### src/rtl/common_pkg.sv
// Core-wide reset and filler constants shared by the pipeline stages.
package common_pkg;

    localparam logic [63:0] PC_RESET  = 64'h8000_0000;
    localparam logic [31:0] NOP_INSTR = 32'h0000_0013;

endpackage : common_pkg

### src/rtl/fetch_stage_pkg.sv
// Fetch/decode pipeline types: fetch FSM states and the fetch/decode register payload.
package fetch_stage_pkg;

    localparam int unsigned XLEN = 64;
    localparam int unsigned ILEN = 32;

    typedef enum logic [1:0] {
        FETCH   = 2'd0,
        HOLD    = 2'd1,
        DISCARD = 2'd2,
        HALT    = 2'd3
    } fetch_state_t;

    typedef struct packed {
        logic            valid;
        logic [XLEN-1:0] pc;
        logic [ILEN-1:0] raw_instr;
        logic            except;
    } fetch_data_t;

endpackage : fetch_stage_pkg

### src/rtl/fetch_stage.sv
// Instruction fetch stage: owns the PC, drives the instruction bus and fills the
// fetch/decode register, absorbing one response in a holding buffer during decode stall.
module fetch_stage
    import fetch_stage_pkg::*;
#(
    parameter logic [XLEN-1:0] PC_RESET  = common_pkg::PC_RESET,
    parameter logic [ILEN-1:0] NOP_INSTR = common_pkg::NOP_INSTR
) (
    input  logic            clk_i,
    input  logic            rst_ni,
    output logic            ireq_valid_o,
    output logic [XLEN-1:0] ireq_addr_o,
    input  logic            iresp_data_ok_i,
    input  logic [ILEN-1:0] iresp_data_i,
    input  logic            stall_i,
    input  logic            redirect_valid_i,
    input  logic [XLEN-1:0] redirect_pc_i,
    output logic            d_valid_o,
    output logic [XLEN-1:0] d_pc_o,
    output logic [ILEN-1:0] d_raw_instr_o,
    output logic            d_except_o
);

    fetch_state_t    state_q, state_d;
    logic [XLEN-1:0] pc_q, pc_d;
    logic [XLEN-1:0] tgt_q, tgt_d;
    logic            req_q, req_d;
    fetch_data_t     dec_q, dec_d;
    fetch_data_t     buf_q, buf_d;

    logic [XLEN-1:0] pc_next;
    logic            misaligned;
    logic            resp;

    assign pc_next    = pc_q + XLEN'(4);
    assign misaligned = |pc_q[1:0];
    assign resp       = req_q & iresp_data_ok_i;

    always_ff @(posedge clk_i or negedge rst_ni) begin
        if (!rst_ni) begin
            state_q <= FETCH;
            pc_q    <= PC_RESET;
            tgt_q   <= '0;
            req_q   <= 1'b0;
            dec_q   <= '0;
            buf_q   <= '0;
        end else begin
            state_q <= state_d;
            pc_q    <= pc_d;
            tgt_q   <= tgt_d;
            req_q   <= req_d;
            dec_q   <= dec_d;
            buf_q   <= buf_d;
        end
    end

    // Redirect takes priority over stall in every state.
    always_comb begin
        state_d = state_q;
        if (redirect_valid_i) begin
            state_d = (req_q && !iresp_data_ok_i) ? DISCARD : FETCH;
        end else begin
            case (state_q)
                FETCH: begin
                    if (misaligned) begin
                        if (!stall_i) state_d = HALT;
                    end else if (resp && stall_i) begin
                        state_d = HOLD;
                    end
                end
                HOLD:    if (!stall_i) state_d = FETCH;
                DISCARD: if (resp) state_d = FETCH;
                HALT:    state_d = HALT;
                default: state_d = FETCH;
            endcase
        end
    end

    // Request, PC, holding buffer and fetch/decode register updates.
    always_comb begin
        pc_d  = pc_q;
        tgt_d = tgt_q;
        req_d = req_q;
        dec_d = dec_q;
        buf_d = buf_q;
        if (redirect_valid_i) begin
            dec_d.valid  = 1'b0;
            dec_d.except = 1'b0;
            buf_d.valid  = 1'b0;
            if (req_q && !iresp_data_ok_i) begin
                tgt_d = redirect_pc_i;
            end else begin
                pc_d  = redirect_pc_i;
                req_d = ~|redirect_pc_i[1:0];
            end
        end else begin
            case (state_q)
                FETCH: begin
                    if (misaligned) begin
                        req_d = 1'b0;
                        if (!stall_i) begin
                            dec_d = '{valid: 1'b1, pc: pc_q, raw_instr: NOP_INSTR, except: 1'b1};
                        end
                    end else if (resp) begin
                        if (!stall_i) begin
                            dec_d = '{valid: 1'b1, pc: pc_q, raw_instr: iresp_data_i, except: 1'b0};
                            pc_d  = pc_next;
                            req_d = 1'b1;
                        end else begin
                            buf_d = '{valid: 1'b1, pc: pc_q, raw_instr: iresp_data_i, except: 1'b0};
                            req_d = 1'b0;
                        end
                    end else begin
                        req_d = 1'b1;
                        if (!stall_i) dec_d.valid = 1'b0;
                    end
                end
                HOLD: begin
                    req_d = 1'b0;
                    if (!stall_i) begin
                        dec_d       = buf_q;
                        buf_d.valid = 1'b0;
                        pc_d        = pc_next;
                        req_d       = 1'b1;
                    end
                end
                DISCARD: begin
                    if (resp) begin
                        pc_d  = tgt_q;
                        req_d = ~|tgt_q[1:0];
                    end
                end
                HALT: begin
                    req_d = 1'b0;
                    if (!stall_i) dec_d.valid = 1'b0;
                end
                default: req_d = 1'b0;
            endcase
        end
    end

    assign ireq_valid_o  = req_q;
    assign ireq_addr_o   = pc_q;
    assign d_valid_o     = dec_q.valid;
    assign d_pc_o        = dec_q.pc;
    assign d_raw_instr_o = dec_q.raw_instr;
    assign d_except_o    = dec_q.except;

endmodule : fetch_stage

### config.mk
export PLATFORM = sky130hd
export DESIGN_NAME = fetch_stage
export DESIGN_NICKNAME = d
export VERILOG_FILES = /design/src/rtl/common_pkg.sv /design/src/rtl/fetch_stage_pkg.sv /design/src/rtl/fetch_stage.sv
export SDC_FILE = /design/constraint.sdc
export NUM_CORES = 1
export LEC_CHECK = 0
export BUFFER_PORTS_ARGS = -buffer_cell sky130_fd_sc_hd__buf_2
export CAP_MARGIN = 20
export CORE_ASPECT_RATIO = 0.9
export CORE_MARGIN = 3
export CORE_UTILIZATION = 52
export DETAILED_ROUTE_END_ITERATION = 7
export PLACE_DENSITY = 0.86
export SLEW_MARGIN = 5
export SYNTH_ARGS = -nofsm -noshare
export SYNTH_HDL_FRONTEND = slang
export SYNTH_SLANG_ARGS = --single-unit
### constraint.sdc
create_clock -name clk_i -period 7.25 [get_ports clk_i]
set_input_delay 1.0875 -clock clk_i [delete_from_list [all_inputs] [get_ports clk_i]]
set_output_delay 1.0875 -clock clk_i [all_outputs]
set_load 0.02 [all_outputs]
==> metrics.txt <==
# TYPE chip_impl_metric gauge
chip_impl_info{name="timing.rr.start",value="state_q[1]$_DFFE_PN0P_"} 1
chip_impl_metric{name="cts_max_path_buffers",unit=""} 3
chip_impl_metric{name="maxClockFrequency",unit="MHz"} 264
chip_impl_metric{name="maxcap_viol_count",unit=""} 0
chip_impl_metric{name="synth.distinct_cells",unit=""} 59
chip_impl_metric{name="syn2layout_area_growth",unit="%"} 17.5
chip_impl_info{name="critPathSlowestCell",value="sky130_fd_sc_hd__ha_4"} 1
chip_impl_info{name="top_library_cells_by_usage_in_the_layout_fill_and_taps_aside",value="sky130_fd_sc_hd__dfrtp_1, sky130_fd_sc_hd__buf_2, sky130_fd_sc_hd__nor2_1"} 1
chip_impl_metric{name="drt.antenna.violating_nets",unit=""} 0
chip_impl_metric{name="timing.hold.ws",unit="ns"} 0.500
chip_impl_metric{name="finalWeightedCongestion",unit=""} 0.845
chip_impl_metric{name="crit_arrival",unit="ns"} 4.18
chip_impl_metric{name="worst_ir_drop_vdd",unit="mV"} 0.285
chip_impl_metric{name="mappedNetlistArea",unit="um2"} 15500
chip_impl_metric{name="grt_max_degree",unit=""} 190
chip_impl_metric{name="first_global_vias",unit=""} 12500
chip_impl_metric{name="grt.overflow.total",unit=""} 0
chip_impl_metric{name="initial_utilization",unit="%"} 53.3
chip_impl_info{name="setup.worst_path.class",value="reg2reg"} 1
chip_impl_metric{name="final.setup_skew",unit="ns"} 0.0128
chip_impl_info{name="cts_tree",value="built"} 1
chip_impl_metric{name="finish.cell_count_without_fillers",unit=""} 2118
chip_impl_metric{name="dpl_cell_area",unit="um2"} 17100
chip_impl_info{name="timing.hold.worst.class",value="reg2reg"} 1
chip_impl_metric{name="regToRegSetupSlack",unit="ns"} 3.46
chip_impl_metric{name="die_y",unit="um"} 170
chip_impl_metric{name="post_synth.cell_area_avg",unit="um2"} 10.4
chip_impl_metric{name="wire_length_of_the_first_global_routing_pass",unit="um"} 66200
chip_impl_metric{name="cellLeakagePower",unit="nW"} 8.13
chip_impl_metric{name="htree_levels",unit=""} 2
chip_impl_info{name="worst_setup_startpoint",value="state_q[1]$_DFFE_PN0P_"} 1
chip_impl_info{name="ys.flop_type",value="sky130_fd_sc_hd__dfrtp_1"} 1
chip_impl_metric{name="synth_enable_flop_cells",unit=""} 0
chip_impl_info{name="crit_path_cell_trace",value="inv_1 > ha_4 > nor2_1 > o31ai_1 > nand2_1 > nand2_2 > o21ai_0 > a211o_1"} 1
chip_impl_metric{name="slew_violations",unit=""} 0
chip_impl_info{name="timing.critical_path.max_delay_family",value="simple AND/OR/NAND/NOR gates"} 1
chip_impl_metric{name="core-area",unit="um2"} 29200
chip_impl_metric{name="placementRows",unit=""} 59
chip_impl_metric{name="initial_antenna_violation_count",unit=""} 6
chip_impl_metric{name="hold_violations",unit=""} 0
chip_impl_metric{name="die_width",unit="um"} 188
chip_impl_metric{name="final_core_utilization",unit="%"} 62.6
chip_impl_info{name="crit_path_end_kind",value="flip-flop"} 1
chip_impl_metric{name="crit_required",unit="ns"} 7.64
chip_impl_metric{name="gr-usage-all-layers",unit="%"} 25.4
chip_impl_metric{name="netlist_instances",unit=""} 1493
chip_impl_metric{name="dieArea",unit="um2"} 32000
chip_impl_metric{name="timing.critical_path.slowest_cell_delay",unit="ns"} 0.82
chip_impl_metric{name="synthArstFlopShare",unit="%"} 100
chip_impl_metric{name="syn-num-nets",unit=""} 1599
chip_impl_metric{name="fraction_of_final_layout_cells_with_drive_strength_greater_than_1",unit="%"} 29.7
chip_impl_metric{name="final.setup.tns",unit="ns"} 0
chip_impl_metric{name="detail_route.first_pass.iterations",unit=""} 8
chip_impl_metric{name="post-place-cells",unit=""} 2052
chip_impl_metric{name="finalCriticalPeriod",unit="ns"} 3.79
chip_impl_metric{name="number_of_flip_flops_and_latches_in_the_synthesized_netlist",unit=""} 326
chip_impl_metric{name="path_max_fanout",unit=""} 63
chip_impl_metric{name="dp_hpwl",unit="um"} 27900
chip_impl_metric{name="power.density_cell_area",unit="nW/um2"} 466
chip_impl_metric{name="clock-sinks",unit=""} 326
chip_impl_info{name="clockRootBuffer",value="sky130_fd_sc_hd__clkbuf_16"} 1
chip_impl_metric{name="post_cts.repair.setup_buffers",unit=""} 0
chip_impl_info{name="grt_setup_unrepaired",value="false"} 1
chip_impl_metric{name="cts-resized-gates",unit=""} 0
chip_impl_metric{name="totalPowerFinal",unit="mW"} 8.51
chip_impl_info{name="setup.worst_path.start_class",value="flip-flop"} 1
chip_impl_metric{name="cts_hold_buf",unit=""} 0
chip_impl_metric{name="drt-vias-per-instance",unit=""} 6.03
chip_impl_metric{name="finalSetupViolations",unit=""} 0
chip_impl_metric{name="post-route-drc-count",unit=""} 0
chip_impl_info{name="final_common_cell",value="sky130_fd_sc_hd__dfrtp_1"} 1
chip_impl_metric{name="cp.buffers_inverters",unit=""} 1
chip_impl_metric{name="io_buffer_count",unit=""} 263
chip_impl_info{name="status",value="completed"} 1
chip_impl_metric{name="timing.max_slew.rel_slack",unit="%"} 25.6
chip_impl_metric{name="totalWireLength",unit="um"} 42000
chip_impl_metric{name="avgRoutedWirePerCell",unit="um"} 19.8
chip_impl_metric{name="floorplan.io_pins",unit=""} 264
chip_impl_metric{name="synth-warning-count",unit=""} 0
chip_impl_metric{name="cts-buffers-inserted",unit=""} 35
chip_impl_metric{name="num_vias",unit=""} 12800
chip_impl_metric{name="synth_seq_area_share",unit="%"} 52.5
chip_impl_metric{name="dp_worst_setup_slack",unit="ns"} 3.21
chip_impl_metric{name="post-route-cell-area",unit="um2"} 18300
chip_impl_info{name="hp-start",value="tgt_q[1]$_DFFE_PN0P_"} 1
chip_impl_metric{name="cts.reportedPaths.clkPinSlew",unit="ns"} 0.06
chip_impl_metric{name="setup_slack",unit="ns"} 3.46
chip_impl_metric{name="worstMarginPinSlew",unit="ns"} 1.12
chip_impl_metric{name="clock_latency",unit="ns"} 0.51
chip_impl_metric{name="nets",unit=""} 1800
chip_impl_metric{name="final.period_utilization",unit="%"} 52.3
chip_impl_metric{name="drt_iter0_drc",unit=""} 1164
chip_impl_metric{name="fillCellCount",unit=""} 2258
==> where the power goes <==
group	total, mW	internal [mW]	switching [mW]	leakage, nW
sequential	3.48	2.67	0.813	4.00
combinational	3.30	1.33	1.98	3.59
clock	1.72	1.02	0.706	0.539
==> cell type report <==
| type | instances | area (um2) | share of cell area (%) |
|---|---|---|---|
| Multi-Input combinational cell | 1037 | 6930 | 37.9 |
| Inverter | 14 | 52.6 | 0.288 |
| Tap cell | 396 | 495 | 2.71 |
| Timing Repair Buffer | 280 | 1520 | 8.32 |
| Antenna cell | 6 | 15.0 | 0.0822 |
| Clock inverter | 6 | 58.8 | 0.322 |
| Sequential cell | 326 | 8160 | 44.7 |
| Clock buffer | 53 | 1040 | 5.67 |
==> cells by family after synthesis <==
logic type | after synthesis | synth area share [%]
and+or+nand+nor | 410 | 12.1
AOI/OAI and AO/OA | 391 | 15.6
DFF | 326 | 52.5
muxes | 230 | 16.1
buffers and inverters | 130 | 3.28
adders and majority gates | 5 | 0.402
xor gates and xnor gates | 1 | 0.0563
==> Yosys cell counts (6+ instances only) <==
master,number,area share [%]
sky130_fd_sc_hd__and4_1,6,0.34
sky130_fd_sc_hd__and3_1,16,0.64
sky130_fd_sc_hd__a22o_1,31,1.7
sky130_fd_sc_hd__buf_1,11,0.27
sky130_fd_sc_hd__nand2b_1,6,0.24
sky130_fd_sc_hd__a222oi_1,6,0.39
sky130_fd_sc_hd__o31ai_1,8,0.39
sky130_fd_sc_hd__nor4_1,16,0.64
sky130_fd_sc_hd__inv_1,14,0.34
sky130_fd_sc_hd__nor3_1,20,0.64
sky130_fd_sc_hd__dfrtp_1,325,52
sky130_fd_sc_hd__o22ai_1,10,0.40
sky130_fd_sc_hd__clkbuf_1,97,2.3
sky130_fd_sc_hd__nor2_1,183,4.4
sky130_fd_sc_hd__a221oi_1,7,0.39
sky130_fd_sc_hd__nand3_1,20,0.64
sky130_fd_sc_hd__o21ai_0,84,2.7
sky130_fd_sc_hd__a22oi_1,24,1.2
sky130_fd_sc_hd__mux2i_1,67,4.3
sky130_fd_sc_hd__a21oi_1,162,5.2
sky130_fd_sc_hd__o41ai_1,10,0.56
sky130_fd_sc_hd__nand4_1,13,0.52
sky130_fd_sc_hd__nand2_1,101,2.4
sky130_fd_sc_hd__o2bb2ai_1,12,0.68
sky130_fd_sc_hd__a31oi_1,7,0.28
sky130_fd_sc_hd__mux2_2,163,12
==> flip-flops by register name, summed over array words and instances (netlist names) <==
register	flops
buf_q	97
d_except_o	1
d_pc_o	64
d_raw_instr_o	32
d_valid_o	1
ireq_addr_o	64
ireq_valid_o	1
state_q	2
tgt_q	64
==> path summary, 6_finish.rpt <==
check                                                   end  depth (start not counted)
worst max register to register  ireq_addr_o[50]$_DFFE_PN0P_                          8
worst max-delay path            ireq_addr_o[50]$_DFFE_PN0P_                          8
worst min register to register         tgt_q[1]$_DFFE_PN0P_                          1
min in group asynchronous             d_pc_o[6]$_DFFE_PN0P_                          1
max in group asynchronous            d_pc_o[63]$_DFFE_PN0P_                          2
worst min-delay path                   tgt_q[1]$_DFFE_PN0P_                          1
==> layer usage <==
layer	GRT usage (%)	routed length (um)	vias up	part of all wire (%)
met1	34.1	17200	6258	41
met4	7.89	1020	4	2.4
met2	42.4	19800	611	47
li1	-	-	5816	-
met5	0	24	-	0.057
met3	4.94	3890	78	9.3
Note: power is estimated with default switching activity, not from simulation.
